==> config.mk <==
export PLATFORM = sky130hd
export DESIGN_NAME = pipelined_decoder
export DESIGN_NICKNAME = d
export VERILOG_FILES = /design/src/rtl/pipelined_decoder.sv
export SDC_FILE = /design/constraint.sdc
export NUM_CORES = 1
export LEC_CHECK = 0
export BUFFER_PORTS_ARGS = -buffer_cell sky130_fd_sc_hd__buf_2
export CAP_MARGIN = 40
export CORE_ASPECT_RATIO = 1.25
export CORE_MARGIN = 3
export CORE_UTILIZATION = 28
export CTS_CLUSTER_SIZE = 10
export DETAILED_ROUTE_END_ITERATION = 7
export PLACE_DENSITY_LB_ADDON = 0.3
export REMOVE_ABC_BUFFERS = 1
export SYNTH_ARGS = -nofsm -noshare
export SYNTH_HDL_FRONTEND = slang
export SYNTH_SLANG_ARGS = --single-unit
==> constraint.sdc <==
create_clock -name clk -period 2.4 [get_ports clk]
set_input_delay 0.48 -clock clk [delete_from_list [all_inputs] [get_ports clk]]
set_output_delay 0.48 -clock clk [all_outputs]
set_load 0.02 [all_outputs]
==> src/rtl/pipelined_decoder.sv <==
// Decodes 32-bit instruction words at push time and buffers the decoded
// fields in a DEPTH-entry FIFO with valid/ready handshakes on both sides.
// Ports: clk, rst_n (async, active-low); ins/in_valid/in_ready push side;
//   flush drops all entries; out_valid/out_ready pop side; opcode, rs, rt,
//   rd, shamt, funct, imm, is_itype, is_nop carry the head entry (0 if empty).
// Macro DECODER_STATS_EN adds instr_cnt/nop_cnt pop counters.
module pipelined_decoder #(
    parameter int IMM_W = 32,
    parameter int DEPTH = 2
) (
    input  logic             clk,
    input  logic             rst_n,
    input  logic [31:0]      ins,
    input  logic             in_valid,
    output logic             in_ready,
    input  logic             flush,
    output logic             out_valid,
    input  logic             out_ready,
    output logic [5:0]       opcode,
    output logic [5:0]       funct,
    output logic [4:0]       rs,
    output logic [4:0]       rt,
    output logic [4:0]       rd,
    output logic [4:0]       shamt,
    output logic [IMM_W-1:0] imm,
    output logic             is_itype,
    output logic             is_nop
`ifdef DECODER_STATS_EN
    ,
    output logic [31:0]      instr_cnt,
    output logic [31:0]      nop_cnt
`endif
);

    localparam int AW = $clog2(DEPTH);
    localparam int CW = AW + 1;

    typedef struct packed {
        logic [5:0]       opcode;
        logic [4:0]       rs;
        logic [4:0]       rt;
        logic [4:0]       rd;
        logic [4:0]       shamt;
        logic [5:0]       funct;
        logic [IMM_W-1:0] imm;
        logic             itype;
        logic             nop;
    } entry_t;

    entry_t          dec;
    entry_t          head;
    entry_t          mem_q [DEPTH];
    logic [AW-1:0]   wptr_q, wptr_d;
    logic [AW-1:0]   rptr_q, rptr_d;
    logic [CW-1:0]   cnt_q, cnt_d;
    logic            push, pop;

    // ins == 0 implies ins[30] == 0, so the two arms never overlap.
    always_comb begin
        dec = '0;
        unique case (1'b1)
            (ins == 32'd0): begin
                dec.nop = 1'b1;
            end
            ins[30]: begin
                dec.opcode = ins[31:26];
                dec.rs     = ins[25:21];
                dec.rt     = ins[20:16];
                dec.imm    = IMM_W'(signed'(ins[15:0]));
                dec.itype  = 1'b1;
            end
            default: begin
                dec.opcode = ins[31:26];
                dec.rs     = ins[25:21];
                dec.rt     = ins[20:16];
                dec.rd     = ins[15:11];
                dec.shamt  = ins[10:6];
                dec.funct  = ins[5:0];
            end
        endcase
    end

    // Readiness depends on occupancy only; a same-cycle pop never frees a
    // slot for a push, and flush squashes both handshakes.
    assign in_ready  = (cnt_q < CW'(DEPTH));
    assign out_valid = (cnt_q != '0);
    assign push      = in_valid & in_ready & ~flush;
    assign pop       = out_valid & out_ready & ~flush;

    always_comb begin
        wptr_d = wptr_q;
        rptr_d = rptr_q;
        cnt_d  = cnt_q;
        if (flush) begin
            wptr_d = '0;
            rptr_d = '0;
            cnt_d  = '0;
        end else begin
            // Pointers are AW bits wide, so +1 wraps modulo DEPTH.
            if (push) wptr_d = wptr_q + 1'b1;
            if (pop)  rptr_d = rptr_q + 1'b1;
            cnt_d = cnt_q + CW'(push) - CW'(pop);
        end
    end

    always_ff @(posedge clk or negedge rst_n) begin
        if (!rst_n) begin
            wptr_q <= '0;
            rptr_q <= '0;
            cnt_q  <= '0;
            for (int i = 0; i < DEPTH; i++) mem_q[i] <= '0;
        end else begin
            wptr_q <= wptr_d;
            rptr_q <= rptr_d;
            cnt_q  <= cnt_d;
            if (push) mem_q[wptr_q] <= dec;
        end
    end

    assign head     = out_valid ? mem_q[rptr_q] : '0;
    assign opcode   = head.opcode;
    assign rs       = head.rs;
    assign rt       = head.rt;
    assign rd       = head.rd;
    assign shamt    = head.shamt;
    assign funct    = head.funct;
    assign imm      = head.imm;
    assign is_itype = head.itype;
    assign is_nop   = head.nop;

`ifdef DECODER_STATS_EN
    logic [31:0] instr_cnt_q, instr_cnt_d;
    logic [31:0] nop_cnt_q, nop_cnt_d;

    // Counters survive flush; only reset clears them.
    always_comb begin
        instr_cnt_d = instr_cnt_q;
        nop_cnt_d   = nop_cnt_q;
        if (pop) begin
            instr_cnt_d = instr_cnt_q + 32'd1;
            if (head.nop) nop_cnt_d = nop_cnt_q + 32'd1;
        end
    end

    always_ff @(posedge clk or negedge rst_n) begin
        if (!rst_n) begin
            instr_cnt_q <= '0;
            nop_cnt_q   <= '0;
        end else begin
            instr_cnt_q <= instr_cnt_d;
            nop_cnt_q   <= nop_cnt_d;
        end
    end

    assign instr_cnt = instr_cnt_q;
    assign nop_cnt   = nop_cnt_q;
`endif

endmodule

Word level (Yosys, flattened, before mapping)
Cells that the tools add are included.
{"block": "op_classes", "addsub": 4, "bitwise_logic": 7, "muxes": 16, "n_lt_le_gt_ge": 4, "reduce_logical": 6}
{"operator": "two-way mux 66 bit", "count": 5}
{"operator": "bitwise mux 132 bit", "count": 1}
{"operator": "demux 66 bit (select 1 bit)", "count": 1}
{"operator": "two-way mux 33 bit", "count": 1}
{"operator": "logical NOT 32 bit", "count": 1}
{"operator": "two-way mux 16 bit", "count": 2}
{"operator": "nonzero test 2 bit", "count": 3}
{"operator": "two-way mux 1 bit", "count": 5}
{"operator": "AND 1 bit", "count": 4}
{"operator": "greater-or-equal comparator 2 bit, second input constant", "count": 2}
{"operator": "inverter 1 -> 2 bit", "count": 2}
{"operator": "adder 1 bit, second input constant", "count": 2}
{"operator": "adder 2 x 1 -> 2 bit", "count": 1}
{"operator": "less-than comparator 2 x 1 -> 1 bit, second input constant", "count": 1}
{"operator": "less-than comparator 2 bit, second input constant", "count": 1}
{"operator": "two-way mux 2 bit", "count": 1}
{"operator": "OR reduction 2 bit", "count": 1}
{"operator": "subtractor 2 x 1 -> 2 bit", "count": 1}
{"operator": "logical AND 1 bit", "count": 1}
{"operator": "inverter 1 bit", "count": 1}
{"block": "word_totals", "wordCells": 58, "output_inout_bits": 68, "input_bits": 37, "regBits": 136}

Depth between registers and ports, before layout
Gate-level depths: netlist of run 1.
{"block": "logic_depth", "depth_word": 6, "depth_mapped": 7}

Worst setup path after synthesis of run 1
OpenSTA, ideal clock, no wires.
{"block": "synth_path", "kind": "flip-flop to output port", "start": "register rptr_q", "end": "output imm[16]", "stages_incl_launch_ff": 6, "n_path_buf": 3, "setup_slack_ns": 0.001, "required_time_ns": 1.920, "t_arrival_ns": 1.919, "path_cell_list": "dfrtp_1 > clkbuf_1 > buf_2 > mux2i_1 > nor2_1 > buf_4"}
{"block": "synth_via", "elab_chain_len": 5}
{"item": "from (decl)", "line_no": "54", "text": "logic [AW-1:0] rptr_q, rptr_d;"}
{"item": "from (signal assigned)", "line_no": "114", "text": "rptr_q <= rptr_d;"}
{"item": "inverter 1 -> 2 bit (implied by the code)", "line_no": "120", "text": "assign head = out_valid ? mem_q[rptr_q] : '0;"}
{"item": "two-way mux 66 bit (implied by the code) (3 in series)", "line_no": "120"}
{"item": "two-way mux 66 bit", "line_no": "120"}
{"item": "to (decl)", "line_no": "25", "text": "output logic [IMM_W-1:0] imm,"}
No other way between the ends. The select of a mux whose other input is x is not followed.

Worst setup path after layout of run 1
{"block": "layout_path", "start": "register cnt_q[1]", "end": "output rt[0]"}
{"block": "layout_via", "elab_chain_len": 2}
{"item": "from (decl)", "line_no": "55", "text": "logic [CW-1:0] cnt_q, cnt_d;"}
{"item": "from (signal assigned)", "line_no": "115", "text": "cnt_q <= cnt_d;"}
{"item": "nonzero test 2 bit", "line_no": "86", "text": "assign out_valid = (cnt_q != '0);"}
{"item": "two-way mux 66 bit", "line_no": "120"}
{"item": "to (decl)", "line_no": "22", "text": "output logic [4:0] rt,"}
No other way between the ends.

==> results.sh, run 1 <==
export IMPL_die_area_mm2=0.0194
export IMPL_die_width_um=125
export IMPL_rows=53
export IMPL_leakage_uw=0.00278
export IMPL_endpoint_kind="output port"
export IMPL_power_density_mw_per_mm2=852
export IMPL_vias_per_cell=4.58
export IMPL_grt_pass1_vias=3753
export IMPL_path_class="flip-flop to output port"
export IMPL_reg2reg_depth=4
export IMPL_drtPass1Iterations=4
export IMPL_status="finished clean"
export IMPL_synthMuxAreaShare=0.188
export IMPL_ios=105
export IMPL_diodes=0
export IMPL_core_area_mm2=0.0171
export IMPL_final_cell_area_mm2=0.00597
export IMPL_synth_compound_area_share=0.0715
export IMPL_crit_fanout=24
export IMPL_synth_ff_type="dfrtp_1"
export IMPL_critPathBufInv=2
export IMPL_postRouteAntennaNets=0
export IMPL_grt_use_met1=0.167
export IMPL_cp_depth=4
export IMPL_cts_buffer_depth=2
export IMPL_overflow=0
export IMPL_critPathLaunch="cnt_q[1]"
export IMPL_crit_chain="nor2_4, buf_4, nor2_1, buf_2"
export IMPL_clock_latency_ns=0.34
export IMPL_synth_simple_area_share=0.151
export IMPL_ctsHoldBuffers=0
export IMPL_vias=3596
export IMPL_use_met3=0.0213
export IMPL_hold_violations=0
export IMPL_syn_area_per_cell_um2=10.3
export IMPL_nets=599
export IMPL_drv_slew=0
export IMPL_worst_slack_ns=0.195
export IMPL_synthXorXnorAreaFrac=0.00352
export IMPL_design_power_total_uw=5080
export IMPL_clk_pin_slew_ns=0.07
export IMPL_async_reset_ff_frac=1.00
export IMPL_synth_adder_area_share=0.00252
export IMPL_drtIter0Drc=164
export IMPL_synth_top_family_by_area="multiplexers"
export IMPL_hold_path_class="primary input to async pin"
export IMPL_cts_buffers=9
export IMPL_syn_area_mm2=0.00497
export IMPL_worstReg2RegEnd="mem_q[115]"
export IMPL_grt_busiest_layer="met2"
export IMPL_drv_cap=0
export IMPL_synth_most_common_cell="dfrtp_1"
export IMPL_synth_top_area_share=0.523
export IMPL_synth_largest_area_cell="dfrtp_1"
export IMPL_cp_start_kind="flip-flop"
export IMPL_grt_max_degree=60
export IMPL_fin_crit_sh=0.919
export IMPL_r2r_slack_ns=0.42
export IMPL_fin_crit_ns=2.20
export IMPL_fmax_mhz=454
export IMPL_cp_arrival_ns=1.72
export IMPL_seq_area_frac_synth=0.523
export IMPL_grt_total_usage=0.126
export IMPL_yosys_cell_types_count=29
export IMPL_synth_warnings=0
export IMPL_port_buffers=104
export IMPL_path_delay_family="flip-flops"
export IMPL_slowest_stage="dfrtp_1"
export IMPL_root_buffer="clkbuf_16"
export IMPL_crit_end="rt[0]"
export IMPL_area_growth_pct=20.0
export IMPL_drive_gt1_frac=0.297
export IMPL_met2_usage=0.209
export IMPL_synth_ff_latch_count=104
export IMPL_cp_data_required_time_ns=1.92
export IMPL_hpwl_um=8450
export IMPL_timing_rr_start="cnt_q[1]"
export IMPL_tns_ns=0
export IMPL_initial_core_util=0.291
export IMPL_final_util=0.349
export IMPL_postSynthCellCount=485
export IMPL_routedWlPerCell_um=15.2
export IMPL_setup_viol=0
export IMPL_wl_um=11900
export IMPL_post_place_ws_ns=0.280
export IMPL_finClkSkew_ns=0.00502
export IMPL_antenna_found_initial=0
export IMPL_critPathMaxStageDelay_ns=0.50
export IMPL_placed_area_mm2=0.00565
export IMPL_rsz0062_at_grt="false"
export IMPL_relSlewSlack=0.488
export IMPL_synth_common_cells="dfrtp_1, nand2_1, o21ai_0"
export IMPL_drc=0
export IMPL_synth_edf_count=0
export IMPL_ir_worst_vdd_uv=369
export IMPL_grt_pass1_wl_um=19900
export IMPL_cts_tree="built"
export IMPL_synth_top_cells_by_area="dfrtp_1, mux2i_1, o21ai_0, nand2_1, mux2_2"
export IMPL_tightest_slew_ns=0.767
export IMPL_clock_sinks=104
export IMPL_htree_levels=3
export IMPL_gp_congestion=0.742
export IMPL_die_h_um=155
-- report_power, final --
group	switching [µW]	internal, µW
registers	216	2160
logic	633	527
clock network	635	911
-- timing repair --
item	CTS	global route
endpoints found under the setup margin	17	8
pin swaps	0	1
cloned	0	0
setup buffers	0	1
hold endpoints to repair	0	0
resized for setup	1	0
-- worst min path at each step --
stage / slack [ns] / end / depth (start not counted)
final: 0.03 / mem_q[112] / 1
after global routing: 0.04 / mem_q[112] / 1
after CTS: 0.03 / mem_q[75] / 1
after detailed placement: 0.40 / mem_q[112] / 1
after global placement: 0.40 / mem_q[46] / 1
after floorplan: 0.18 / cnt_q[0] / 0
-- through the flow --
| stage | std cells | hold slack, ns |
|---|---|---|
| 2_1_floorplan | 435 | 0.184 |
| 3_3_place_gp | 769 | 0.396 |
| 3_5_place_dp | 769 | 0.399 |
| 4_1_cts | 784 | 0.0306 |
| 5_1_grt | 785 | 0.0415 |
| 6_report | 785 | 0.0276 |
-- registers in the layout, summed over array words and instances (netlist names) --
register	flops
mem_q	100
wptr_q	1
rptr_q	1
cnt_q	2
-- per-layer routing --
layer / vias to the layer above / wire length (µm)
li1: 1767 / -
met3: 13 / 456
met1: 1737 / 5570
met5: - / 0
met4: 0 / 208
met2: 79 / 5690
-- placed cells by master, fill, tap and decap left out --
master      instances
nor2_4              1
ha_1                1
buf_4               7
xnor2_1             1
a21oi_1             1
clkinvlp_4          1
o31ai_1             2
dfrtp_4             1
nor2b_1             4
buf_12              5
buf_2             103
nor2_2              1
nand4bb_4           1
o21ai_0            64
nand2b_1           16
nor3b_1             1
nor2_1             51
nor3_1              1
clkinv_2            1
inv_6               1
xor2_1              1
nor4bb_1            1
clkbuf_1            1
nand2_1            83
o21ai_1             3
nor4_1              8
bufinv_16           2
nand3b_1            1
or4b_4              1
inv_1               2
nand4_1             2
clkbuf_16           9
mux2_2             20
mux2_4             14
dfrtp_1           103
mux2i_1            50
-- kinds of logic (layout without fill, tap and decap cells) --
group / after synthesis / in the layout
AND/OR/NAND/NOR: 172 / 172
flip-flops: 104 / 104
multiplexers: 84 / 84
AO/OA/AOI/OAI: 70 / 70
buffers and inverters: 52 / 132
XOR/XNOR: 2 / 2
adder cells (fa/ha/maj): 1 / 1
-- final cells by class --
cell class,count,area (µm²)
sequential,104,2610
timing repair buffer,115,668
clock inverter,5,81.3
inverter,2,7.51
tap,220,275
clock buffer,10,229
multi-input combinational,329,2100
fill,1767,11100
(Power assumes the default switching activity.)
==> run 2, diff against run 1 <==
==> constraint.sdc (replaced) <==
create_clock -name clk -period 2.57 [get_ports clk]
set_input_delay 0.514 -clock clk [delete_from_list [all_inputs] [get_ports clk]]
set_output_delay 0.514 -clock clk [all_outputs]
set_load 0.02 [all_outputs]
==> run 2 against run 1 <==
  * Via count fell by 1.2%
  * Setup slack improved by 0.054 ns
  * Total power fell by 7.9%
  * Register-to-register slack improved by 0.07 ns
  * Sequential power fell by 7%
  * Utilization fell by 0.38 points
  * Critical endpoint is now shamt[3]
  * Largest cell class unchanged
  * Largest power group unchanged
==> results.sh, run 2 (same netlist as run 1, synthesis figures left out) <==
export IMPL_rows=53
export IMPL_tns_ns=0
export IMPL_path_class="flip-flop to output port"
export IMPL_cp_data_required_time_ns=2.06
export IMPL_drtIter0Drc=75
export IMPL_routedWlPerCell_um=14.9
export IMPL_swShare=0.299
export IMPL_leakage_uw=0.00275
export IMPL_core_area_mm2=0.0171
export IMPL_hold_violations=0
export IMPL_ir_worst_vdd_uv=285
export IMPL_hpwl_um=8050
export IMPL_overflow=0
export IMPL_worst_slack_ns=0.249
export IMPL_design_power_total_uw=4680
export IMPL_vias=3553
export IMPL_combPwrFrac=0.227
export IMPL_largest_reg_flops=100
export IMPL_area_growth_pct=18.7
export IMPL_drv_slew=0
export IMPL_grt_total_usage=0.122
export IMPL_drive_gt1_frac=0.295
export IMPL_relSlewSlack=0.424
export IMPL_fin_crit_sh=0.903
export IMPL_root_buffer="clkbuf_16"
export IMPL_setup_viol=0
export IMPL_ctsHoldBuffers=0
export IMPL_vias_per_cell=4.54
export IMPL_fmax_mhz=431
export IMPL_gp_congestion=0.751
export IMPL_reg_top3="mem_q (100), cnt_q (2)"
export IMPL_power_density_mw_per_mm2=793
export IMPL_wl_um=11600
export IMPL_drv_cap=0
export IMPL_ios=105
export IMPL_cp_start_kind="flip-flop"
export IMPL_p_seq_frac=0.473
export IMPL_clock_latency_ns=0.35
export IMPL_final_cell_mix="dfrtp_1, buf_2, nand2_1"
export IMPL_endpoint_kind="output port"
export IMPL_drc=0
export IMPL_internal_power_uw=3290
export IMPL_fin_crit_ns=2.32
export IMPL_nets=596
export IMPL_post_place_ws_ns=0.315
export IMPL_tightest_slew_ns=0.864
export IMPL_grt_pass1_vias=3717
export IMPL_cts_buffer_depth=2
export IMPL_grt_pass1_wl_um=19300
export IMPL_p_sw_uw=1400
export IMPL_die_h_um=155
export IMPL_initial_core_util=0.291
export IMPL_finClkSkew_ns=0.00555
export IMPL_status="finished clean"
export IMPL_grt_max_degree=84
export IMPL_htree_levels=3
export IMPL_final_util=0.345
export IMPL_antenna_found_initial=0
export IMPL_cp_arrival_ns=1.81
export IMPL_rsz0062_at_grt="false"
export IMPL_port_buffers=104
export IMPL_crit_fanout=26
export IMPL_cts_tree="built"
export IMPL_diodes=0
export IMPL_postRouteAntennaNets=0
export IMPL_clock_sinks=104
export IMPL_drtPass1Iterations=4
export IMPL_cts_buffers=9
export IMPL_die_width_um=125
export IMPL_clkPwrFrac=0.301
export IMPL_clk_pin_slew_ns=0.07
export IMPL_hold_worst_slack_ns=0.171
export IMPL_regMostFlops="mem_q"
export IMPL_hold_path_class="primary input to async pin"
export IMPL_die_area_mm2=0.0194
==> run 2: final timing paths <==
kind	start	end	slack, ns	depth (start not counted)
worst max-delay path	cnt_q[1]	shamt[3]	0.25	4
worst min-delay path	rst_n	mem_q[32]	0.17	1
min in group clk	flush	rptr_q	0.42	2
worst min register to register	mem_q[0]	mem_q[0]	0.48	2
max in group asynchronous	rst_n	mem_q[104]	1.73	2
worst max register to register	cnt_q[1]	mem_q[76]	0.49	4
==> run 2: area by class of cell <==
| cell class | count | area (µm²) |
|---|---|---|
| fill | 1807 | 11200 |
| sequential | 104 | 2610 |
| multi-input combinational | 329 | 2100 |
| timing repair buffer | 112 | 608 |
| tap | 220 | 275 |
| clock buffer | 11 | 243 |
| clock inverter | 5 | 62.6 |
| inverter | 2 | 7.51 |
==> run 2: power by group through the flow <==
| stage | logic (µW) | clock network, µW | registers, µW |
|---|---|---|---|
| final | 1060 | 1410 | 2210 |
| after global routing | 1200 | 1510 | 2270 |
| after CTS | 1090 | 1450 | 2220 |
| after detailed placement | 1090 | 0 | 2250 |
| after global placement | 1060 | 0 | 2230 |
| after floorplan | 727 | 0 | 2220 |
==> run 2: layer usage <==
layer,GRT usage,routed length (µm),vias to the layer above,share of wire
met5,0,0,-,0
met4,0.0434,183,0,0.016
met3,0.0213,443,12,0.038
met2,0.204,5590,82,0.48
met1,0.160,5430,1702,0.47
li1,-,-,1757,-
==> run 2: stage by stage <==
stage / instances / cell area, µm²
after floorplan: 435 / 4680
after global placement: 767 / 5600
after detailed placement: 767 / 5600
after CTS: 783 / 5900
after global routing: 783 / 5900
final: 783 / 5900
==> run 2: repair_timing <==
action / CTS / global route
gates resized for setup: 0 / 1
setup buffers: 0 / 0
endpoints found under the setup margin: 0 / 17
==> run 2: worst max-delay path, stage by stage, from the launching register on <==
cell	delay (ns)
dfrtp_1	0.50
nor2_4	0.31
buf_4	0.35
nor2_1	0.13
buf_2	0.18
